==> src/rtl/left_normalizer_if.sv <==
// Handshake and payload bundle for the left normalizer.
//   slave  : seen by the normalizer (takes the operand, drives the result)
//   master : seen by the upstream/downstream agent
// Signals: in_valid/in_ready plus the operand fields (sum_in, exp_in, sign_in, r_in, s_in),
//          then out_valid/out_ready plus the result fields (mant_out, exp_out, sign_out,
//          r_out, s_out, zero, underflow, overflow).
interface left_normalizer_if #(
  parameter int unsigned N   = 23,
  parameter int unsigned EXP = 8
);
  logic           in_valid;
  logic           in_ready;
  logic [N+1:0]   sum_in;
  logic [EXP-1:0] exp_in;
  logic           sign_in;
  logic           r_in;
  logic           s_in;
  logic           out_valid;
  logic           out_ready;
  logic [N-1:0]   mant_out;
  logic [EXP-1:0] exp_out;
  logic           sign_out;
  logic           r_out;
  logic           s_out;
  logic           zero;
  logic           underflow;
  logic           overflow;

  modport slave (
    input  in_valid, sum_in, exp_in, sign_in, r_in, s_in, out_ready,
    output in_ready, out_valid, mant_out, exp_out, sign_out, r_out, s_out,
           zero, underflow, overflow
  );

  modport master (
    output in_valid, sum_in, exp_in, sign_in, r_in, s_in, out_ready,
    input  in_ready, out_valid, mant_out, exp_out, sign_out, r_out, s_out,
           zero, underflow, overflow
  );
endinterface

==> src/rtl/left_normalizer.sv <==
// Post-add normalization stage of the FP adder.
// Takes the raw significand sum (carry, hidden, fraction) with exponent, round and sticky
// bits. On carry-out it shifts right once. Otherwise it shifts left one bit per cycle
// until the hidden bit is set or the exponent reaches the denormal floor.
// Ports: clk, rst (async, active-high); bus (slave modport) carries the in_valid/in_ready
// operand side and the out_valid/out_ready result side. One operation in flight at a time.
module left_normalizer #(
  parameter int unsigned N   = 23,
  parameter int unsigned EXP = 8
) (
  input  logic clk,
  input  logic rst,
  left_normalizer_if.slave bus
);

  localparam logic [EXP-1:0] EXP_ONE = EXP'(1);
  // Carry case overflows once exp_in + 1 would reach the all-ones (inf) code.
  localparam logic [EXP-1:0] EXP_OVF = {{(EXP-1){1'b1}}, 1'b0};

  typedef enum logic [1:0] {IDLE, SHIFT, DONE} state_t;

  state_t         state_q, state_d;
  logic [N:0]     sig_q, sig_d;      // hidden bit + fraction; doubles as the result register
  logic [EXP-1:0] exp_q, exp_d;
  logic           r_q, r_d;
  logic           s_q, s_d;
  logic           sign_q, sign_d;
  logic           zero_q, zero_d;
  logic           uf_q, uf_d;
  logic           of_q, of_d;
  logic           ov_q, ov_d;

  // State and result registers
  always_ff @(posedge clk or posedge rst) begin
    if (rst) begin
      state_q <= IDLE;
      sig_q   <= '0;
      exp_q   <= '0;
      r_q     <= 1'b0;
      s_q     <= 1'b0;
      sign_q  <= 1'b0;
      zero_q  <= 1'b0;
      uf_q    <= 1'b0;
      of_q    <= 1'b0;
      ov_q    <= 1'b0;
    end else begin
      state_q <= state_d;
      sig_q   <= sig_d;
      exp_q   <= exp_d;
      r_q     <= r_d;
      s_q     <= s_d;
      sign_q  <= sign_d;
      zero_q  <= zero_d;
      uf_q    <= uf_d;
      of_q    <= of_d;
      ov_q    <= ov_d;
    end
  end

  // Next-state and datapath
  always_comb begin
    state_d = state_q;
    sig_d   = sig_q;
    exp_d   = exp_q;
    r_d     = r_q;
    s_d     = s_q;
    sign_d  = sign_q;
    zero_d  = zero_q;
    uf_d    = uf_q;
    of_d    = of_q;
    ov_d    = ov_q;

    case (state_q)
      IDLE: begin
        if (bus.in_valid) begin
          sign_d = bus.sign_in;
          zero_d = 1'b0;
          uf_d   = 1'b0;
          of_d   = 1'b0;
          if (bus.sum_in == '0 && !bus.r_in && !bus.s_in) begin
            zero_d  = 1'b1;
            sig_d   = '0;
            exp_d   = '0;
            r_d     = 1'b0;
            s_d     = 1'b0;
            ov_d    = 1'b1;
            state_d = DONE;
          end else if (bus.sum_in[N+1]) begin
            if (bus.exp_in >= EXP_OVF) begin
              of_d  = 1'b1;
              exp_d = '1;
              sig_d = '0;
              r_d   = 1'b0;
              s_d   = 1'b0;
            end else begin
              sig_d = bus.sum_in[N+1:1];
              r_d   = bus.sum_in[0];
              s_d   = bus.r_in | bus.s_in;
              exp_d = bus.exp_in + EXP_ONE;
            end
            ov_d    = 1'b1;
            state_d = DONE;
          end else if (bus.exp_in == '0) begin
            // Denormal operands are never shifted; a set hidden bit promotes to exp 1.
            sig_d   = bus.sum_in[N:0];
            r_d     = bus.r_in;
            s_d     = bus.s_in;
            exp_d   = bus.sum_in[N] ? EXP_ONE : '0;
            uf_d    = ~bus.sum_in[N];
            ov_d    = 1'b1;
            state_d = DONE;
          end else begin
            sig_d   = bus.sum_in[N:0];
            r_d     = bus.r_in;
            s_d     = bus.s_in;
            exp_d   = bus.exp_in;
            state_d = SHIFT;
          end
        end
      end
      SHIFT: begin
        if (sig_q[N]) begin
          ov_d    = 1'b1;
          state_d = DONE;
        end else if (exp_q == EXP_ONE) begin
          exp_d   = '0;
          uf_d    = 1'b1;
          ov_d    = 1'b1;
          state_d = DONE;
        end else begin
          // R enters the LSB on the first shift only, since it is cleared afterwards.
          sig_d = {sig_q[N-1:0], r_q};
          r_d   = 1'b0;
          exp_d = exp_q - EXP_ONE;
        end
      end
      DONE: begin
        if (bus.out_ready) begin
          ov_d    = 1'b0;
          state_d = IDLE;
        end
      end
      default: state_d = IDLE;
    endcase
  end

  assign bus.in_ready  = (state_q == IDLE) && !rst;
  assign bus.out_valid = ov_q;
  assign bus.mant_out  = sig_q[N-1:0];
  assign bus.exp_out   = exp_q;
  assign bus.sign_out  = sign_q;
  assign bus.r_out     = r_q;
  assign bus.s_out     = s_q;
  assign bus.zero      = zero_q;
  assign bus.underflow = uf_q;
  assign bus.overflow  = of_q;

endmodule
==> src/flat_wrapper.sv <==
// flat-port wrapper written by rule: the top's interface ports become plain ports
module left_normalizer_flat 
#(
  parameter int unsigned N   = 23,
  parameter int unsigned EXP = 8
)
  (clk, rst, bus_in_valid, bus_sum_in, bus_exp_in, bus_sign_in, bus_r_in, bus_s_in, bus_out_ready, bus_in_ready, bus_out_valid, bus_mant_out, bus_exp_out, bus_sign_out, bus_r_out, bus_s_out, bus_zero, bus_underflow, bus_overflow);
  left_normalizer_if #(.N(N), .EXP(EXP)) bus_i ();
  input  logic clk;
  input  logic rst;
  input wire logic [$bits(bus_i.in_valid)-1:0] bus_in_valid;
  input wire logic [$bits(bus_i.sum_in)-1:0] bus_sum_in;
  input wire logic [$bits(bus_i.exp_in)-1:0] bus_exp_in;
  input wire logic [$bits(bus_i.sign_in)-1:0] bus_sign_in;
  input wire logic [$bits(bus_i.r_in)-1:0] bus_r_in;
  input wire logic [$bits(bus_i.s_in)-1:0] bus_s_in;
  input wire logic [$bits(bus_i.out_ready)-1:0] bus_out_ready;
  output wire logic [$bits(bus_i.in_ready)-1:0] bus_in_ready;
  output wire logic [$bits(bus_i.out_valid)-1:0] bus_out_valid;
  output wire logic [$bits(bus_i.mant_out)-1:0] bus_mant_out;
  output wire logic [$bits(bus_i.exp_out)-1:0] bus_exp_out;
  output wire logic [$bits(bus_i.sign_out)-1:0] bus_sign_out;
  output wire logic [$bits(bus_i.r_out)-1:0] bus_r_out;
  output wire logic [$bits(bus_i.s_out)-1:0] bus_s_out;
  output wire logic [$bits(bus_i.zero)-1:0] bus_zero;
  output wire logic [$bits(bus_i.underflow)-1:0] bus_underflow;
  output wire logic [$bits(bus_i.overflow)-1:0] bus_overflow;
  assign bus_i.in_valid = bus_in_valid;
  assign bus_i.sum_in = bus_sum_in;
  assign bus_i.exp_in = bus_exp_in;
  assign bus_i.sign_in = bus_sign_in;
  assign bus_i.r_in = bus_r_in;
  assign bus_i.s_in = bus_s_in;
  assign bus_i.out_ready = bus_out_ready;
  assign bus_in_ready = bus_i.in_ready;
  assign bus_out_valid = bus_i.out_valid;
  assign bus_mant_out = bus_i.mant_out;
  assign bus_exp_out = bus_i.exp_out;
  assign bus_sign_out = bus_i.sign_out;
  assign bus_r_out = bus_i.r_out;
  assign bus_s_out = bus_i.s_out;
  assign bus_zero = bus_i.zero;
  assign bus_underflow = bus_i.underflow;
  assign bus_overflow = bus_i.overflow;
  left_normalizer #(.N(N), .EXP(EXP)) u_core (.clk(clk), .rst(rst), .bus(bus_i));
endmodule
==> config.mk <==
export PLATFORM = sky130hd
export DESIGN_NAME = left_normalizer_flat
export DESIGN_NICKNAME = d
export VERILOG_FILES = /design/src/rtl/left_normalizer_if.sv /design/src/rtl/left_normalizer.sv /design/src/flat_wrapper.sv
export SDC_FILE = /design/constraint.sdc
export NUM_CORES = 1
export LEC_CHECK = 0
export ABC_AREA = 1
export CAP_MARGIN = 20
export CORE_AREA = 5 5 86 88
export CTS_CLUSTER_SIZE = 20
export DETAILED_ROUTE_END_ITERATION = 16
export DIE_AREA = 0 0 91 93
export HOLD_SLACK_MARGIN = 0.12
export PLACE_DENSITY = 0.83
export SLEW_MARGIN = 5
export SYNTH_ARGS = -nofsm -noshare
export SYNTH_HDL_FRONTEND = slang
export SYNTH_SLANG_ARGS = --single-unit
==> constraint.sdc <==
create_clock -name clk -period 2.1 [get_ports clk]
set_clock_uncertainty 0.15 [all_clocks]
set_input_delay 0.42 -clock clk [delete_from_list [all_inputs] [get_ports clk]]
set_output_delay 0.42 -clock clk [all_outputs]
set_load 0.02 [all_outputs]
==> impl_metrics.py, run 1 <==
metrics = {
    "die": {
        "core-area_mm2": 0.00657,
        "core.rowCount": 30,
        "die_height_um": 93,
        "initial_utilization_pct": 48.6,
        "io_pins": 79,
        "die_area_mm2": 0.00846,
        "die-width_um": 91,
    },
    "pwr": {
        "power_leakage_nw": 2.10,
        "powerDensity_mw_per_mm2": 1220,
        "peakVddDrop_uv": 780,
    },
    "finish": {
        "drive_gt1_share_pct": 10.8,
        "final_nets": 609,
        "design_area_mm2": 0.00415,
        "syn2layout_area_growth_pct": 30.1,
        "regArea_mm2": 0.00103,
        "stdcell_count": 645,
        "nFillCells": 583,
        "multiInputGateArea_mm2": 0.00170,
        "fin_util_pct": 63.2,
        "diodes": 0,
    },
    "worst_setup_path": {
        "startpoint": "u_core.bus.exp_out[4]$_DFFE_PP0P_",
        "path_max_fanout": 6,
        "criticalPathCategory": "flip-flop to output port",
        "worst_setup_path_start_kind": "flip-flop",
        "crit_end": "bus_exp_out[4]",
        "r2r_cells": 8,
        "critical_path.top_delay_family": "buffers and inverters",
        "crit_chain": "clkdlybuf4s50_1",
        "reg2reg_setup_slack_ns": 0.24,
        "worst-path-buf-inv": 1,
        "crit_required_ns": 1.53,
        "endpoint_kind": "output port",
        "worstReg2RegEnd": "u_core.sig_q[12]$_DFFE_PP0P_",
        "r2r_start": "u_core.bus.exp_out[3]$_DFFE_PP0P_",
        "critPathMaxStageDelay_ns": 0.65,
        "crit_arrival_ns": 1.41,
        "crit_cells": 1,
        "slowest_stage": "clkdlybuf4s50_1",
    },
    "yosys": {
        "syn-cell-area_mm2": 0.00319,
        "synth_compound_area_share_pct": 11.1,
        "synthAdderAreaFrac_pct": 1.96,
        "synthXorXnorAreaFrac_pct": 1.10,
        "muxShareOfSynthArea_pct": 0,
        "synth-edff-count": 0,
        "synth_area_leaders": "dfrtp_1 32%, nand2_1 24%, nor2_1 6.9%",
        "yosys.area.top_type_share_pct": 32.1,
        "synth_common_cells": "201 x nand2_1, 59 x nor2_1, 41 x dfrtp_1, 41 x inv_1, 24 x buf_4",
        "yosysTopAreaCell": "dfrtp_1",
        "yosysWarnings": 0,
        "ys_seq_area_share_pct": 32.1,
        "synth_nets": 534,
        "synth-main-ff-cell": "dfrtp_1",
        "ys_ff_latch": 41,
        "synth.avg_cell_area_um2": 6.53,
        "synth_most_common_cell": "nand2_1",
        "async_reset_ff_share_pct": 100,
        "synth-simple-area-share_pct": 38.7,
        "syn_inst": 489,
        "synth.distinct_cells": 35,
        "synth_top_family_by_area": "simple AND/OR/NAND/NOR gates",
    },
    "cts": {
        "cts_buffer_depth": 2,
        "htree_num_levels": 2,
        "hold_buffers": 0,
        "clk-insertion-delay-late_ns": 0.30,
        "clock_sinks": 41,
        "clkSlewWorstSetupHoldPaths_ns": 0.09,
        "cts-root-buf": "clkbuf_8",
        "numCtsBuffers": 5,
        "cts_tree": "yes",
    },
    "routing": {
        "remaining_drc_errors": 0,
        "wire_per_inst_um": 13.9,
        "ant_nets": 0,
        "drtIter0Drc": 237,
        "first_pass_iters": 5,
        "routed_wl_mm": 8.96,
        "num_vias": 3378,
        "viasPerCell": 5.24,
    },
    "global_route": {
        "grt_pass1_vias": 3326,
        "globalRouteOverflowTotal": 0,
        "grt_max_degree": 42,
        "grt_usage_pct": 21.5,
        "grt_pass1_wl_mm": 15.1,
        "antenna_found_initial": 0,
    },
    "placed_design": {
        "dpl.hpwl_mm": 6.72,
        "numPortBuffers": 78,
        "placed_area_mm2": 0.00402,
        "gp_congestion": 0.873,
        "place_inst": 637,
        "dp_slack_ns": -0.184,
    },
    "outcome": {
        "outcome": "complete, no violations",
    },
    "sta": {
        "hold_viol_final": 0,
        "relSlewSlack_pct": 74.9,
        "setup_violations": 0,
        "timing.final.ws_setup_ns": 0.118,
        "max_freq_ghz": 0.505,
        "tightest_slew_ns": 0.376,
        "rsz0062_at_grt": "no",
        "period_minus_slack_ns": 1.98,
        "drv_slew": 0,
        "fin_crit_sh_pct": 94.4,
        "fin_setup_tns_ns": 0,
    },
    "flow_run": {
        "cap_violations": 0,
    },
    "worst_hold_path": {
        "hp-class": "flip-flop to flip-flop",
        "whs_path_depth": 2,
    },
}
-- repair_timing --
item,CTS,global route
gates resized for setup,1,5
pin swaps,0,0
setup endpoints to repair,1,5
setup buffers,0,0
cloned,0,0
-- report_power, final --
group | total [mW] | internal [mW] | switching, mW
Clock | 0.690 | 0.387 | 0.303
Combinational | 2.84 | 1.23 | 1.61
Sequential | 1.53 | 1.17 | 0.363
Total | 5.06 | 2.79 | 2.27
-- routing by layer --
| metal | routed length [µm] | vias to the layer above | part of all wire [%] | GRT usage (%) |
|---|---|---|---|---|
| li1 | - | 1652 | - | - |
| met1 | 3770 | 1567 | 42 | 26.3 |
| met2 | 4300 | 142 | 48 | 36.8 |
| met3 | 711 | 17 | 7.9 | 5.15 |
| met4 | 177 | 0 | 2.0 | 7.82 |
| met5 | 0 | - | 0 | 0 |
-- registers in the layout, summed over array words and instances (netlist names) --
register,cells
u_core.bus.sign_out,1
u_core.bus.overflow,1
u_core.bus.s_out,1
u_core.bus.underflow,1
u_core.bus.exp_out,8
u_core.bus.out_valid,1
u_core.state_q,2
u_core.bus.r_out,1
u_core.sig_q,24
u_core.bus.zero,1
-- cells by family (layout without fill, tap and decap cells) --
logic type                 count (synthesis)  after routing
and+or+nand+nor                          301            301
buffers and inverters                     86            162
AOI/OAI and AO/OA                         52             52
DFF                                       41             41
adders and majority gates                  5              5
xor gates and xnor gates                   4              4
-- metrics by stage --
step / hold slack [ns] / power [mW]
floorplan: 0.321 / 3.51
global placement: 0.311 / 4.30
detailed placement: 0.315 / 4.37
CTS: 0.337 / 5.07
global route: 0.367 / 5.44
finish: 0.330 / 5.06
-- placed cells by master, fill, tap and decap left out, types with 4 or more instances in the layout --
cell / netlist / routed
o21ai_0: 12 / 11
nand2_1: 201 / 201
xor2_1: 4 / 4
o211ai_1: 8 / 8
nor2_1: 59 / 57
nand3_1: 19 / 19
o2111ai_1: 9 / 9
a21oi_1: 13 / 13
buf_4: 24 / 27
clkbuf_8: 0 / 6
ha_1: 5 / 5
clkdlybuf4s50_1: 0 / 76
nor2_2: 4 / 6
inv_1: 41 / 41
dfrtp_1: 41 / 41
-- area by class of cell --
cell class / count / share of cell area, %
clock inverters: 2 / 0.904
well taps: 80 / 2.41
clock buffers: 6 / 1.99
repair buffers: 107 / 24.7
flip-flops and latches: 41 / 24.7
inverters: 47 / 4.37
multi-input cells: 362 / 40.9
-- worst min-delay path by stage --
| stage | from | end | slack, ns |
|---|---|---|---|
| after floorplan | u_core.sig_q[2]$_DFFE_PP0P_ | u_core.sig_q[2]$_DFFE_PP0P_ | 0.32 |
| after global placement | u_core.bus.out_valid$_DFFE_PP0P_ | u_core.bus.out_valid$_DFFE_PP0P_ | 0.31 |
| after detailed placement | u_core.bus.out_valid$_DFFE_PP0P_ | u_core.bus.out_valid$_DFFE_PP0P_ | 0.32 |
| after CTS | u_core.bus.out_valid$_DFFE_PP0P_ | u_core.bus.out_valid$_DFFE_PP0P_ | 0.34 |
| after global routing | u_core.bus.s_out$_DFFE_PP0P_ | u_core.bus.s_out$_DFFE_PP0P_ | 0.37 |
| final | u_core.bus.out_valid$_DFFE_PP0P_ | u_core.bus.out_valid$_DFFE_PP0P_ | 0.33 |
Power figures use the tool's default switching activity.
==> inputs of run 2 (changes only) <==
--- a/config.mk
+++ b/config.mk
@@ -6,14 +6,14 @@
 export NUM_CORES = 1
 export LEC_CHECK = 0
 export ABC_AREA = 1
-export CAP_MARGIN = 20
-export CORE_AREA = 5 5 86 88
+export CORE_AREA = 5 5 83 85
 export CTS_CLUSTER_SIZE = 20
 export DETAILED_ROUTE_END_ITERATION = 16
-export DIE_AREA = 0 0 91 93
+export DIE_AREA = 0 0 88 90
+export DONT_BUFFER_PORTS = 1
 export HOLD_SLACK_MARGIN = 0.12
-export PLACE_DENSITY = 0.83
-export SLEW_MARGIN = 5
+export PLACE_DENSITY = 0.71
+export SLEW_MARGIN = 20
 export SYNTH_ARGS = -nofsm -noshare
 export SYNTH_HDL_FRONTEND = slang
 export SYNTH_SLANG_ARGS = --single-unit
==> impl_metrics.py, run 2 (synthesis results as in run 1) <==
metrics = {
    "pwr": {
        "powerDensity_mw_per_mm2": 1290,
        "seq_power_share_pct": 44.5,
        "switchingPower_mw": 2.08,
        "netSwitchingFraction_pct": 50.4,
        "combPwrFrac_pct": 42.3,
        "power_leakage_nw": 1.70,
        "peakVddDrop_uv": 631,
        "clkPwrFrac_pct": 13.2,
        "intPower_mw": 2.05,
    },
    "die": {
        "core.rowCount": 29,
        "core-area_mm2": 0.00613,
        "io_pins": 79,
        "die_height_um": 90,
        "die_area_mm2": 0.00792,
        "die-width_um": 88,
        "initial_utilization_pct": 52.1,
    },
    "sta": {
        "period_minus_slack_ns": 1.85,
        "fin_crit_sh_pct": 88.1,
        "tightest_slew_ns": 0.379,
        "max_freq_ghz": 0.541,
        "drv_slew": 0,
        "setup_violations": 0,
        "rsz0062_at_grt": "no",
        "hold_viol_final": 0,
        "holdWs_ns": 0.158,
        "relSlewSlack_pct": 74.7,
        "fin_setup_tns_ns": 0,
    },
    "routing": {
        "ant_nets": 0,
        "remaining_drc_errors": 0,
        "viasPerCell": 5.34,
        "drtIter0Drc": 204,
        "routed_wl_mm": 7.97,
        "num_vias": 2936,
        "first_pass_iters": 4,
        "wire_per_inst_um": 14.5,
    },
    "cts": {
        "cts_resized": 0,
        "clk-insertion-delay-late_ns": 0.30,
        "post-cts-setup-buffers": 0,
        "clkSlewWorstSetupHoldPaths_ns": 0.09,
        "numCtsBuffers": 5,
        "htree_num_levels": 2,
        "cts_tree": "yes",
        "cts-root-buf": "clkbuf_8",
        "cts_buffer_depth": 2,
        "clock_sinks": 41,
    },
    "finish": {
        "final_cell_mix": "201 x nand2_1, 59 x nor2_1, 41 x inv_1, 41 x dfrtp_1, 19 x nand3_1",
        "drive_gt1_share_pct": 9.09,
        "largest_reg_flops": 24,
        "final_nets": 518,
        "diodes": 0,
        "final_common_cell": "nand2_1",
        "syn2layout_area_growth_pct": 0.510,
        "largest-register": "u_core.sig_q",
    },
    "global_route": {
        "grt_pass1_vias": 2790,
        "grt_pass1_wl_mm": 13.5,
        "globalRouteOverflowTotal": 0,
        "grt_max_degree": 30,
        "grt_usage_pct": 21.0,
        "antenna_found_initial": 0,
    },
    "placed_design": {
        "dpl.hpwl_mm": 6.12,
        "gp_congestion": 0.888,
        "numPortBuffers": 0,
    },
    "worst_hold_path": {
        "hp-class": "input port to flip-flop",
    },
    "flow_run": {
        "cap_violations": 0,
    },
    "worst_setup_path": {
        "worst_setup_path_start_kind": "flip-flop",
        "path_max_fanout": 3,
        "criticalPathCategory": "flip-flop to output port",
        "crit_arrival_ns": 1.28,
        "crit_required_ns": 1.53,
        "endpoint_kind": "output port",
    },
    "outcome": {
        "outcome": "complete, no violations",
    },
}
[run 2: changes by cell type in the layout (fill, tap and decap cells not counted), sizes merged]
cell           change
buf               -15
bufinv             -1
clkdlybuf4s50     -76
dlygate4sd2        -1
dlygate4sd3        +2
dlymetal6s2s       -1
[run 2: metal layers]
layer / part of all wire (%) / global-route usage [%] / vias up
met5: 0 / 0 / -
met4: 1.6 / 6.39 / 0
met3: 9.4 / 7.22 / 12
met2: 48 / 33.0 / 99
met1: 41 / 27.0 / 1345
li1: - / - / 1480
[run 2: critical path, stage by stage (launching register included)]
cell	delay [ns]
dfrtp_1	0.41
nor2_2	0.17
inv_1	0.09
nor2_1	0.31
[run 2: worst paths after layout]
check	start	to	slack, ns	depth (start not counted)
min reg2reg	u_core.state_q[1]$_DFFE_PP0P_	u_core.state_q[1]$_DFFE_PP0P_	0.44	2
min in group asynchronous	rst	u_core.bus.exp_out[0]$_DFFE_PP0P_	0.46	3
max	u_core.state_q[1]$_DFFE_PP0P_	bus_in_ready	0.25	3
min	bus_out_ready	u_core.state_q[1]$_DFFE_PP0P_	0.16	2
max in group asynchronous	rst	u_core.bus.r_out$_DFFE_PP0P_	1.08	3
max reg2reg	u_core.state_q[1]$_DFFE_PP0P_	u_core.sig_q[3]$_DFFE_PP0P_	0.27	8
[run 2: layout make-up]
cell class                 instances  area (µm²)
sequential                        41        1030
clock inverter                     1        7.51
timing repair buffer              16         125
tap                               77        96.3
clock buffer                       6        82.6
multi-input combinational        362        1690
fill                             641        2920
inverter                          47         181
[run 2: power groups by stage]
stage                     Sequential, mW  Combinational [mW]  Clock [mW]
final                               1.84                1.75       0.545
after floorplan                     1.61                1.90           0
after CTS                           1.85                1.77       0.551
after global placement              1.86                1.72           0
after detailed placement            1.87                1.76           0
after global routing                1.91                2.00       0.583
[run 2: repair_timing]
item	4_1_cts	5_1_grt
hold buffers	2	0
setup endpoints to repair	0	0
endpoints found under the hold margin	42	0
[run 2: per-stage QoR]
step                      utilization (%)  setup WS, ns  instance area [µm²]  total power [mW]  instances
after floorplan                         -         0.424                 3190              3.51        489
after global placement               50.5         0.299                 3100              3.58        541
after detailed placement             50.5         0.242                 3100              3.63        541
after CTS                            52.3         0.237                 3210              4.18        550
after global routing                 52.3         0.122                 3210              4.49        550
final                                52.3         0.250                 3210              4.13        550
==> inputs of run 3 (changes only) <==
--- a/config.mk
+++ b/config.mk
@@ -11,8 +11,8 @@
 export DETAILED_ROUTE_END_ITERATION = 16
 export DIE_AREA = 0 0 88 90
 export DONT_BUFFER_PORTS = 1
-export HOLD_SLACK_MARGIN = 0.12
 export PLACE_DENSITY = 0.71
+export SKIP_LAST_GASP = 1
 export SLEW_MARGIN = 20
 export SYNTH_ARGS = -nofsm -noshare
 export SYNTH_HDL_FRONTEND = slang
==> impl_metrics.py, run 3 (synthesis results as in run 1) <==
metrics = {
    "outcome": {
        "outcome": "complete, no violations",
    },
    "routing": {
        "drtIter0Drc": 194,
        "remaining_drc_errors": 0,
        "wire_per_inst_um": 14.5,
        "ant_nets": 0,
        "num_vias": 2924,
        "routed_wl_mm": 7.97,
        "viasPerCell": 5.33,
        "first_pass_iters": 4,
    },
    "die": {
        "core.rowCount": 29,
        "die_height_um": 90,
        "initial_utilization_pct": 52.1,
        "die_area_mm2": 0.00792,
        "io_pins": 79,
        "core-area_mm2": 0.00613,
        "die-width_um": 88,
    },
    "finish": {
        "largest-register": "u_core.sig_q",
        "diodes": 0,
        "nFillCells": 642,
        "largest_reg_flops": 24,
        "drive_gt1_share_pct": 9.11,
        "final_common_cell": "nand2_1",
        "final_cell_mix": "201 x nand2_1, 59 x nor2_1, 41 x inv_1, 41 x dfrtp_1, 19 x nand3_1",
        "regArea_mm2": 0.00103,
        "syn2layout_area_growth_pct": 0.196,
        "multiInputGateArea_mm2": 0.00169,
        "final_nets": 517,
        "fin_util_pct": 52.2,
    },
    "sta": {
        "max_freq_ghz": 0.540,
        "period_minus_slack_ns": 1.85,
        "hold_viol_final": 0,
        "relSlewSlack_pct": 74.7,
        "drv_slew": 0,
        "rsz0062_at_grt": "no",
        "setup_violations": 0,
        "fin_setup_tns_ns": 0,
        "tightest_slew_ns": 0.379,
        "fin_crit_sh_pct": 88.1,
        "holdWs_ns": 0.0809,
    },
    "worst_setup_path": {
        "criticalPathCategory": "flip-flop to output port",
        "critPathMaxStageDelay_ns": 0.41,
        "crit_chain": "nor2_2, inv_1, nor2_1",
        "crit_required_ns": 1.53,
        "r2r_start": "u_core.state_q[1]$_DFFE_PP0P_",
        "crit_arrival_ns": 1.28,
        "path_max_fanout": 3,
        "slowest_stage": "dfrtp_1",
        "startpoint": "u_core.state_q[1]$_DFFE_PP0P_",
        "worst-path-buf-inv": 1,
        "endpoint_kind": "output port",
        "critical_path.top_delay_family": "simple AND/OR/NAND/NOR gates",
        "worst_setup_path_start_kind": "flip-flop",
    },
    "pwr": {
        "power_leakage_nw": 1.70,
        "peakVddDrop_uv": 631,
        "p_total_mw": 4.13,
        "powerDensity_mw_per_mm2": 1290,
    },
    "cts": {
        "clk-insertion-delay-late_ns": 0.30,
        "cts_buffer_depth": 2,
        "cts-root-buf": "clkbuf_8",
        "htree_num_levels": 2,
        "cts_resized": 0,
        "numCtsBuffers": 5,
        "cts_tree": "yes",
        "clock_sinks": 41,
        "clkSlewWorstSetupHoldPaths_ns": 0.09,
    },
    "placed_design": {
        "dpl.hpwl_mm": 6.12,
        "numPortBuffers": 0,
        "gp_congestion": 0.888,
    },
    "global_route": {
        "grt_max_degree": 30,
        "grt_usage_pct": 21.0,
        "globalRouteOverflowTotal": 0,
        "antenna_found_initial": 0,
        "grt_pass1_vias": 2790,
        "grt_pass1_wl_mm": 13.5,
    },
    "worst_hold_path": {
        "hold_start": "bus_sign_in",
        "hp-class": "input port to flip-flop",
    },
    "flow_run": {
        "cap_violations": 0,
    },
}
run 3: changes by cell type in the layout (fill, tap and decap cells not counted), sizes merged:
cell,before,now
dlygate4sd3,2,1
run 3: cell type report:
class | count | area share [%]
repair buffers | 15 | 3.60
well taps | 77 | 3.01
flip-flops and latches | 41 | 32.1
clock buffers | 6 | 2.58
clock inverters | 1 | 0.235
multi-input cells | 362 | 52.8
inverters | 47 | 5.67
run 3: final timing paths:
check	cells past startpoint	to	slack, ns
max	3	bus_in_ready	0.25
min	2	u_core.bus.sign_out$_DFFE_PP0P_	0.08
max reg2reg	8	u_core.sig_q[3]$_DFFE_PP0P_	0.27
min reg2reg	2	u_core.state_q[1]$_DFFE_PP0P_	0.44
max in group asynchronous	3	u_core.bus.r_out$_DFFE_PP0P_	1.08
min in group asynchronous	3	u_core.bus.exp_out[0]$_DFFE_PP0P_	0.46
run 3: timing repair:
item	4_1_cts	5_1_grt
hold buffers	1	0
setup buffers	0	0
endpoints found under the hold margin	41	0
run 3: stage by stage:
| step | instance area (µm²) | instances | worst slack (ns) |
|---|---|---|---|
| floorplan | 3190 | 489 | 0.424 |
| global placement | 3100 | 541 | 0.299 |
| detailed placement | 3100 | 541 | 0.242 |
| CTS | 3200 | 549 | 0.237 |
| global route | 3200 | 549 | 0.122 |
| finish | 3200 | 549 | 0.250 |
run 3: per-layer routing:
metal	GRT usage, %	wire length [µm]	vias to the layer above	share of wire (%)
li1	-	-	1478	-
met1	27.0	3280	1341	41
met2	33.0	3830	93	48
met3	7.22	732	12	9.2
met4	6.39	131	0	1.6
met5	0	0	-	0
run 3: worst reg2reg max path, stage by stage (launching register included):
cell and delay [ns]:
dfrtp_1 0.41, inv_1 0.09, nand2_2 0.16, o21ai_4 0.21
inv_4 0.07, a21oi_4 0.15, buf_4 0.29, nor2_1 0.08
a31oi_1 0.14
run 3: power breakdown:
group	switching (mW)	internal (mW)	total, mW
sequential	0.675	1.17	1.84
clock	0.285	0.260	0.546
combinational	1.12	0.623	1.75
